==> src/rtl/inst_arb_pkg.sv <==
// Shared types and defaults for the round-robin arbiter slice.
package inst_arb_pkg;

    typedef enum logic {
        IDLE  = 1'b0,
        OWNED = 1'b1
    } arb_state_e;

    localparam int unsigned N_REQ_DEFAULT    = 5;
    localparam int unsigned MAX_HOLD_DEFAULT = 16;

endpackage : inst_arb_pkg

==> src/rtl/inst_rr_arbiter_rr_pick.sv <==
// Rotating-priority encoder: the first eligible request at or after ptr, cyclically,
// wins. Bits set in mask are never picked.
module rr_pick
    import inst_arb_pkg::*;
#(
    parameter  int unsigned N_REQ = N_REQ_DEFAULT,
    localparam int unsigned IDW   = $clog2(N_REQ)
) (
    input  logic [N_REQ-1:0] req,
    input  logic [IDW-1:0]   ptr,
    input  logic [N_REQ-1:0] mask,
    output logic [N_REQ-1:0] pick,
    output logic [IDW-1:0]   pick_id,
    output logic             any
);

    logic [N_REQ-1:0] eligible;
    int unsigned      idx;
    logic [IDW-1:0]   idx_w;

    always_comb begin
        pick     = '0;
        pick_id  = '0;
        any      = 1'b0;
        idx      = 0;
        idx_w    = '0;
        eligible = req & ~mask;
        for (int unsigned i = 0; i < N_REQ; i++) begin
            idx = 32'(ptr) + i;
            if (idx >= N_REQ) begin
                idx = idx - N_REQ;
            end
            idx_w = IDW'(idx);
            if (!any && eligible[idx_w]) begin
                any         = 1'b1;
                pick[idx_w] = 1'b1;
                pick_id     = idx_w;
            end
        end
    end

endmodule : rr_pick

==> src/rtl/inst_rr_arbiter.sv <==
// Round-robin arbiter sharing one resource among N_REQ children; grant held until release.
// Optional hold-time watchdog built when ARB_TIMEOUT_EN is defined.
module inst_rr_arbiter
    import inst_arb_pkg::*;
#(
    parameter  int unsigned N_REQ    = N_REQ_DEFAULT,
    parameter  int unsigned MAX_HOLD = MAX_HOLD_DEFAULT,
    localparam int unsigned IDW      = $clog2(N_REQ)
) (
    input  logic             clk,
    input  logic             rst,
    input  logic [N_REQ-1:0] req,
    input  logic [N_REQ-1:0] done,
    output logic [N_REQ-1:0] gnt,
    output logic             gnt_valid,
    output logic [IDW-1:0]   gnt_id,
    output logic             timeout
);

    if (N_REQ < 2 || MAX_HOLD < 1) begin : g_cfg_check
        $error("inst_rr_arbiter: N_REQ must be >= 2 and MAX_HOLD >= 1");
    end

    arb_state_e       state_q, state_d;
    logic [IDW-1:0]   ptr_q, ptr_d;
    logic [N_REQ-1:0] gnt_q, gnt_d;
    logic [IDW-1:0]   gnt_id_q, gnt_id_d;
    logic             gnt_valid_q;
    logic             timeout_q, timeout_d;

    logic [IDW-1:0]   next_ptr_c;
    logic [IDW-1:0]   pick_ptr_c;
    logic [N_REQ-1:0] pick_mask_c;
    logic [N_REQ-1:0] pick_c;
    logic [IDW-1:0]   pick_id_c;
    logic             pick_any_c;
    logic             normal_rel_c;
    logic             force_c;
    logic             new_grant_c;

    rr_pick #(.N_REQ(N_REQ)) u_pick (
        .req     (req),
        .ptr     (pick_ptr_c),
        .mask    (pick_mask_c),
        .pick    (pick_c),
        .pick_id (pick_id_c),
        .any     (pick_any_c)
    );

    assign next_ptr_c   = (gnt_id_q == IDW'(N_REQ - 1)) ? '0 : gnt_id_q + IDW'(1);
    assign normal_rel_c = done[gnt_id_q] | ~req[gnt_id_q];

    // Picker looks from ptr when idle, and from owner+1 with the owner masked on release.
    always_comb begin
        pick_ptr_c  = ptr_q;
        pick_mask_c = '0;
        if (state_q == OWNED) begin
            pick_ptr_c  = next_ptr_c;
            pick_mask_c = gnt_q;
        end
    end

    always_comb begin
        state_d     = state_q;
        ptr_d       = ptr_q;
        gnt_d       = gnt_q;
        gnt_id_d    = gnt_id_q;
        timeout_d   = 1'b0;
        new_grant_c = 1'b0;
        case (state_q)
            IDLE: begin
                if (pick_any_c) begin
                    state_d     = OWNED;
                    gnt_d       = pick_c;
                    gnt_id_d    = pick_id_c;
                    new_grant_c = 1'b1;
                end
            end
            OWNED: begin
                if (normal_rel_c || force_c) begin
                    ptr_d     = next_ptr_c;
                    timeout_d = force_c & ~normal_rel_c;
                    if (pick_any_c) begin
                        gnt_d       = pick_c;
                        gnt_id_d    = pick_id_c;
                        new_grant_c = 1'b1;
                    end else begin
                        state_d  = IDLE;
                        gnt_d    = '0;
                        gnt_id_d = '0;
                    end
                end
            end
            default: begin
                state_d  = IDLE;
                gnt_d    = '0;
                gnt_id_d = '0;
            end
        endcase
    end

    always_ff @(posedge clk or posedge rst) begin
        if (rst) begin
            state_q     <= IDLE;
            ptr_q       <= '0;
            gnt_q       <= '0;
            gnt_id_q    <= '0;
            gnt_valid_q <= 1'b0;
            timeout_q   <= 1'b0;
        end else begin
            state_q     <= state_d;
            ptr_q       <= ptr_d;
            gnt_q       <= gnt_d;
            gnt_id_q    <= gnt_id_d;
            gnt_valid_q <= |gnt_d;
            timeout_q   <= timeout_d;
        end
    end

`ifdef ARB_TIMEOUT_EN
    localparam int unsigned HCW = $clog2(MAX_HOLD + 1);

    logic [HCW-1:0] hold_q, hold_d;

    // Counts cycles the current owner has held; restarts on every new grant.
    always_comb begin
        hold_d = '0;
        if (state_d == OWNED && !new_grant_c) begin
            hold_d = hold_q + HCW'(1);
        end
    end

    assign force_c = (state_q == OWNED) && (hold_q == HCW'(MAX_HOLD - 1));

    always_ff @(posedge clk or posedge rst) begin
        if (rst) begin
            hold_q <= '0;
        end else begin
            hold_q <= hold_d;
        end
    end
`else
    assign force_c = 1'b0;
`endif

    assign gnt       = gnt_q;
    assign gnt_valid = gnt_valid_q;
    assign gnt_id    = gnt_id_q;
    assign timeout   = timeout_q;

endmodule : inst_rr_arbiter

==> config.mk <==
export PLATFORM = sky130hd
export DESIGN_NAME = inst_rr_arbiter
export DESIGN_NICKNAME = d
export VERILOG_FILES = /design/src/rtl/inst_arb_pkg.sv /design/src/rtl/inst_rr_arbiter_rr_pick.sv /design/src/rtl/inst_rr_arbiter.sv
export SDC_FILE = /design/constraint.sdc
export NUM_CORES = 1
export LEC_CHECK = 0
export BUFFER_PORTS_ARGS = -buffer_cell sky130_fd_sc_hd__buf_4
export CAP_MARGIN = 30
export CORE_MARGIN = 4
export CORE_UTILIZATION = 65
export CTS_BUF_LIST = sky130_fd_sc_hd__clkbuf_8
export CTS_CLUSTER_DIAMETER = 200
export DETAILED_ROUTE_END_ITERATION = 7
export PLACE_DENSITY = 0.86
export SYNTH_ARGS = -nofsm -noshare
export SYNTH_HDL_FRONTEND = slang
export SYNTH_SLANG_ARGS = --single-unit
==> constraint.sdc <==
create_clock -name clk -period 11.7 [get_ports clk]
set_input_delay 1.17 -clock clk [delete_from_list [all_inputs] [get_ports clk]]
set_output_delay 1.17 -clock clk [all_outputs]
set_load 0.02 [all_outputs]
-- After elaboration in Yosys (flattened, before gate mapping)
Index checks and enable logic that the tools add are counted.
- register bits after elaboration: 13
- input bits: 12
- output and inout bits: 10
- logic and storage cells: 117
- add/subtract/negate cells: 10
- order comparisons: 16
- eq/ne operators: 3
- multiplexer cells: 58
- bitwise operators: 9
- reduce and logical (&&, ||, !) cells: 16
- operators by type and width (kind ; count):
    3-bit 2-to-1 mux ; 15
    5-bit 2-to-1 mux ; 9
    3-bit by 4-bit < comparator with 1-bit output, second input constant ; 6
    1-bit binary-select mux with 3-bit select ; 7
    5-bit bitwise OR ; 4
    1-bit 2-to-1 mux ; 19
    4-bit by 3-bit >= comparator with 1-bit output, second input constant ; 4
    1-bit demux with 3-bit select ; 5
    3-bit by 1-bit >= comparator with 1-bit output, second input constant ; 5
    3-bit subtractor, second input constant ; 5
    5-bit case mux with 2 select lines ; 1
    1-bit logical AND ; 9
    3-bit by 2-bit adder with 4-bit output, second input constant ; 2
    3-bit case mux with 2 select lines ; 1
    5-bit AND ; 1
    5-bit inverter ; 1
    5-bit OR reduction ; 1
    3-bit by 1-bit adder with 4-bit output, second input constant ; 1
    3-bit by 3-bit adder with 4-bit output, second input constant ; 1
    1-bit zero test ; 4
    2-bit AND reduction ; 2
    3-bit by 1-bit adder with 3-bit output, second input constant ; 1
    3-bit == test, second input constant ; 1
    3-bit >= comparator, second input constant ; 1
    other kinds (5) ; 6

-- Longest topological paths before layout
- depth in word-level cells: 24
- depth in mapped cells: 18
- mapped depth without buffers: 16

-- Hierarchy
Synthesis repeated with hierarchy kept, for this count alone.
- cell total of the unflattened synthesis: 259
- area total of the unflattened synthesis: 2155.8 sq um
- modules (own cells, without submodules) (module ; times used ; cells an instance ; area an instance (sq um)):
    rr_pick ; 1 ; 193 ; 1401.3
    inst_rr_arbiter ; 1 ; 66 ; 754.5

-- Worst setup path before layout
OpenSTA, ideal clock, no wires.
- kind: register to register
- start point: reg gnt_id_q[0] (netlist: gnt_id[0])
- end point: reg gnt_valid_q (netlist: gnt_valid)
- data arrival time: 4.172 ns
- data required time: 11.565 ns
- path slack: 7.393 ns
- stages on the path, launching flop included: 19
- clock period less this slack: 4.307 ns
- path through: dfrtp_1 -> inv_1 -> ha_1 -> a21oi_2 -> a21oi_4 -> inv_2 -> buf_2 -> ha_1 -> or3b_2 -> o311ai_1 -> buf_2 -> and2_1 -> o21ai_0 -> o221a_2 -> or3_4 -> o21ai_4 -> a31oi_1 -> nor4bb_1 -> nand4bb_1
- word-level cells in the longest chain between the ends: 24
- elaborated cells on any way between the ends: 91
- ends and longest elaborated chain (element ; line ; source):
    start, declared ; inst_rr_arbiter.sv:27 ; logic [IDW-1:0] gnt_id_q, gnt_id_d;
    start signal, assigned ; inst_rr_arbiter.sv:114 ; gnt_id_q <= gnt_id_d;
    parallel branches: the longest is 22 deep, another holds 3-bit by 1-bit adder with 4-bit output ; n/a ;
    5-bit case mux with 2 select lines (*) ; inst_rr_arbiter.sv:70 ; case (state_q)
    5-bit OR reduction (*) ; inst_rr_arbiter.sv:115 ; gnt_valid_q <= |gnt_d;
    end signal, assigned ; inst_rr_arbiter.sv:115 ;
    end, declared ; inst_rr_arbiter.sv:28 ; logic gnt_valid_q;
Mark *: on every way between the ends. The select of a mux whose other input is x is not followed.
A chain may end at the register's enable or synchronous reset.

-- Final worst setup path
Ends and elaborated chain as after synthesis.

==> impl_metrics.csv <==
group,metric,value,unit
run_status,status,"finished clean",
layout,antenna_cells,0,
grt,grt_max_degree,30,
timing,setup_ws,6680,ps
floorplanning,die_area,0.00459,mm2
logic_synthesis,synth_seq_area_share,14.0,%
layout,multiInputGateArea,0.00184,mm2
worst_setup_path,max_stage_delay,470,ps
layout,fillCellCount,300,
clock_network,cts_buffers,3,
detailed_routing,drt_iter0_drc,433,
worst_setup_path,cp-end-kind,"flop",
clock_network,clkSinkCount,13,
layout,regArea,325,um2
floorplanning,die_y,67.7,um
timing,period_share,42.9,%
worst_setup_path,crit_top_cell,"ha_1",
logic_synthesis,synth_seq_cells,13,
timing,finalCriticalPeriod,5020,ps
logic_synthesis,synthArstFlopShare,100,%
logic_synthesis,synth_most_common_cell,"nand2_1",
worst_setup_path,crit_type,"reg -> reg",
grt,grt_use_total,33.9,%
layout,area_growth,7.44,%
worst_setup_path,worst_ep_arrival_time,5130,ps
clock_network,ctsResizeCount,0,
logic_synthesis,yosysTopAreaCellShare,14.0,%
clock_network,h-tree-depth,1,
clock_network,ctsHoldBuffers,0,
detailed_routing,remaining_drc_errors,0,
timing,tightest_slew,865,ps
clock_network,cts_max_path_buffers,2,
layout,layout-drive-gt1-share,16.4,%
logic_synthesis,synth_cell_types,84,
layout,layout.nets,340,
timing,finClkSkew,0.248,ps
worst_setup_path,critPathBufInv,3,
clock_network,cts_tree,"yes",
placed_design,place_hpwl,5670,um
logic_synthesis,synth_area_leaders,"dfrtp_1 (14%), ha_1 (5.4%), nand2_1 (4.2%)",
clock_network,clk_latency,240,ps
detailed_routing,drtPass1Iterations,5,
logic_synthesis,synth-xor-area-share,2.21,%
timing,final-hold-violation-count,0,
logic_synthesis,synth_compound_area_share,35.4,%
timing,slew_headroom,42.0,%
logic_synthesis,synthCells,307,
logic_synthesis,synthAdderAreaFrac,5.39,%
floorplanning,dieWidth,67.7,um
clock_network,cts_setup_buffers,0,
job,maxCapViolations,0,
timing,rsz0062_at_grt,"false",
placed_design,gp_congestion,1.01,
grt,grt_pass1_wl,11800,um
logic_synthesis,syn_nets,329,
worst_setup_path,critPathMaxFanout,20,
floorplanning,start_util,68.4,%
logic_synthesis,yosysTopAreaCell,"dfrtp_1",
logic_synthesis,ys_warn_count,0,
grt,antenna_found_initial,0,
placed_design,pre_cts_ws,6830,ps
clock_network,clk_pin_slew_worst_paths,60,ps
logic_synthesis,synth.top_cells.by_count,"nand2_1 (26), nor2_1 (23), a21oi_1 (18), inv_1 (14), dfrtp_1 (13)",
detailed_routing,routed_wirelength,7400,um
detailed_routing,ant_nets,0,
worst_setup_path,cp-start-kind,"flop",
timing,timing.fmax,199,MHz
worst_setup_path,critical_path_required,11810,ps
logic_synthesis,synth_top_family_by_area,"compound AO/OA/AOI/OAI gates",
placed_design,port_buffers,20,
logic_synthesis,yosys.area_share.simple,30.4,%
grt,overflow,0,
logic_synthesis,synth-edff-count,0,
floorplanning,core,0.00339,mm2
grt,first_global_vias,2348,
worst_setup_path,cp_slowest_cell,"dfrtp_1",
worst_setup_path,cpLargestDelayFamily,"compound AO/OA/AOI/OAI gates",
logic_synthesis,synth_ff_type,"dfrtp_1",
timing,drv_slew,0,
logic_synthesis,synthesis.area,0.00232,mm2
timing,fin_setup_tns,0,ps
floorplanning,io_pins,22,
detailed_routing,vias_per_cell,7.23,
detailed_routing,routedWlPerCell,20.4,um
floorplanning,fp-row-count,21,
logic_synthesis,synth_mux_area_share,5.88,%
timing,setup_viol_count_final,0,
clock_network,cts_root_buffer,"clkbuf_8",
min_path,hold_path.class,"reg -> reg",
worst_setup_path,crit_path_cell_trace,"inv_1, ha_1, a21oi_2, a21oi_4, inv_2, ha_1, or3b_2, o311ai_1, buf_2, and2_1, o21ai_0, o221a_2, or3_4, o21ai_4, a31oi_1, nor4bb_1, nand4bb_1",
logic_synthesis,avgSynthCellArea,7.56,um2
detailed_routing,vias,2624,
[final cells by class]
cell class / instances / area share (%)
multi-input combinational: 262 / 73.9
sequential: 13 / 13.1
timing repair buffer: 21 / 6.22
inverter: 17 / 2.66
tap: 46 / 2.31
clock buffer: 3 / 1.66
clock inverter: 1 / 0.201
[final timing paths]
check,from,end,slack [ps],cells after the start
worst max-delay path,gnt_id[0],gnt_valid,6680,17
worst max register to register,gnt_id[0],gnt_valid,6680,17
min in group asynchronous,rst,ptr_q[2],960,2
max in group asynchronous,rst,gnt[2],10390,2
worst min register to register,ptr_q[1],ptr_q[1],550,1
worst min-delay path,ptr_q[1],ptr_q[1],550,1
[cell usage in the layout, fill, tap and decap left out, types with 8 or more instances in the layout]
| cell type | count |
|---|---|
| nor2_1 | 23 |
| nand3_1 | 12 |
| a211oi_1 | 11 |
| buf_4 | 20 |
| nand2_1 | 26 |
| mux2i_1 | 8 |
| dfrtp_1 | 13 |
| nor3_1 | 11 |
| inv_1 | 14 |
| ha_1 | 10 |
| a21oi_1 | 18 |
| o21ai_0 | 8 |
[per-layer routing]
metal | global-route usage (%) | part of all wire, % | vias up
li1 | - | - | 1216
met1 | 46.1 | 41 | 1210
met2 | 53.1 | 45 | 170
met3 | 7.32 | 11 | 28
met4 | 10.9 | 2.9 | 0
met5 | 0 | 0 | -
[per-stage QoR]
step	std cells	util (%)	hold WS [ps]	instance area (um2)
finish	363	73.5	552	2490
global route	363	73.5	559	2490
CTS	363	73.5	548	2490
detailed placement	359	72.2	536	2450
global placement	358	72.0	505	2440
floorplan	307	-	475	2320
[flip-flops by register name (all words and copies together), names as in the netlist]
register and flops:
gnt 5, gnt_valid 1, gnt_id 3, ptr_q 3, state_q 1
[kinds of logic (layout without fill, tap and decap cells)]
logic type	count (synthesis)	after routing
fa+ha+maj	10	10
simple gates	127	127
mux	13	13
xor+xnor	5	5
flops	13	13
buf+inv	32	42
compound gates	106	106
other cells	1	1
Power is not shown: default switching activity piles up to over one toggle a cycle in this logic, so the estimate is an artifact.
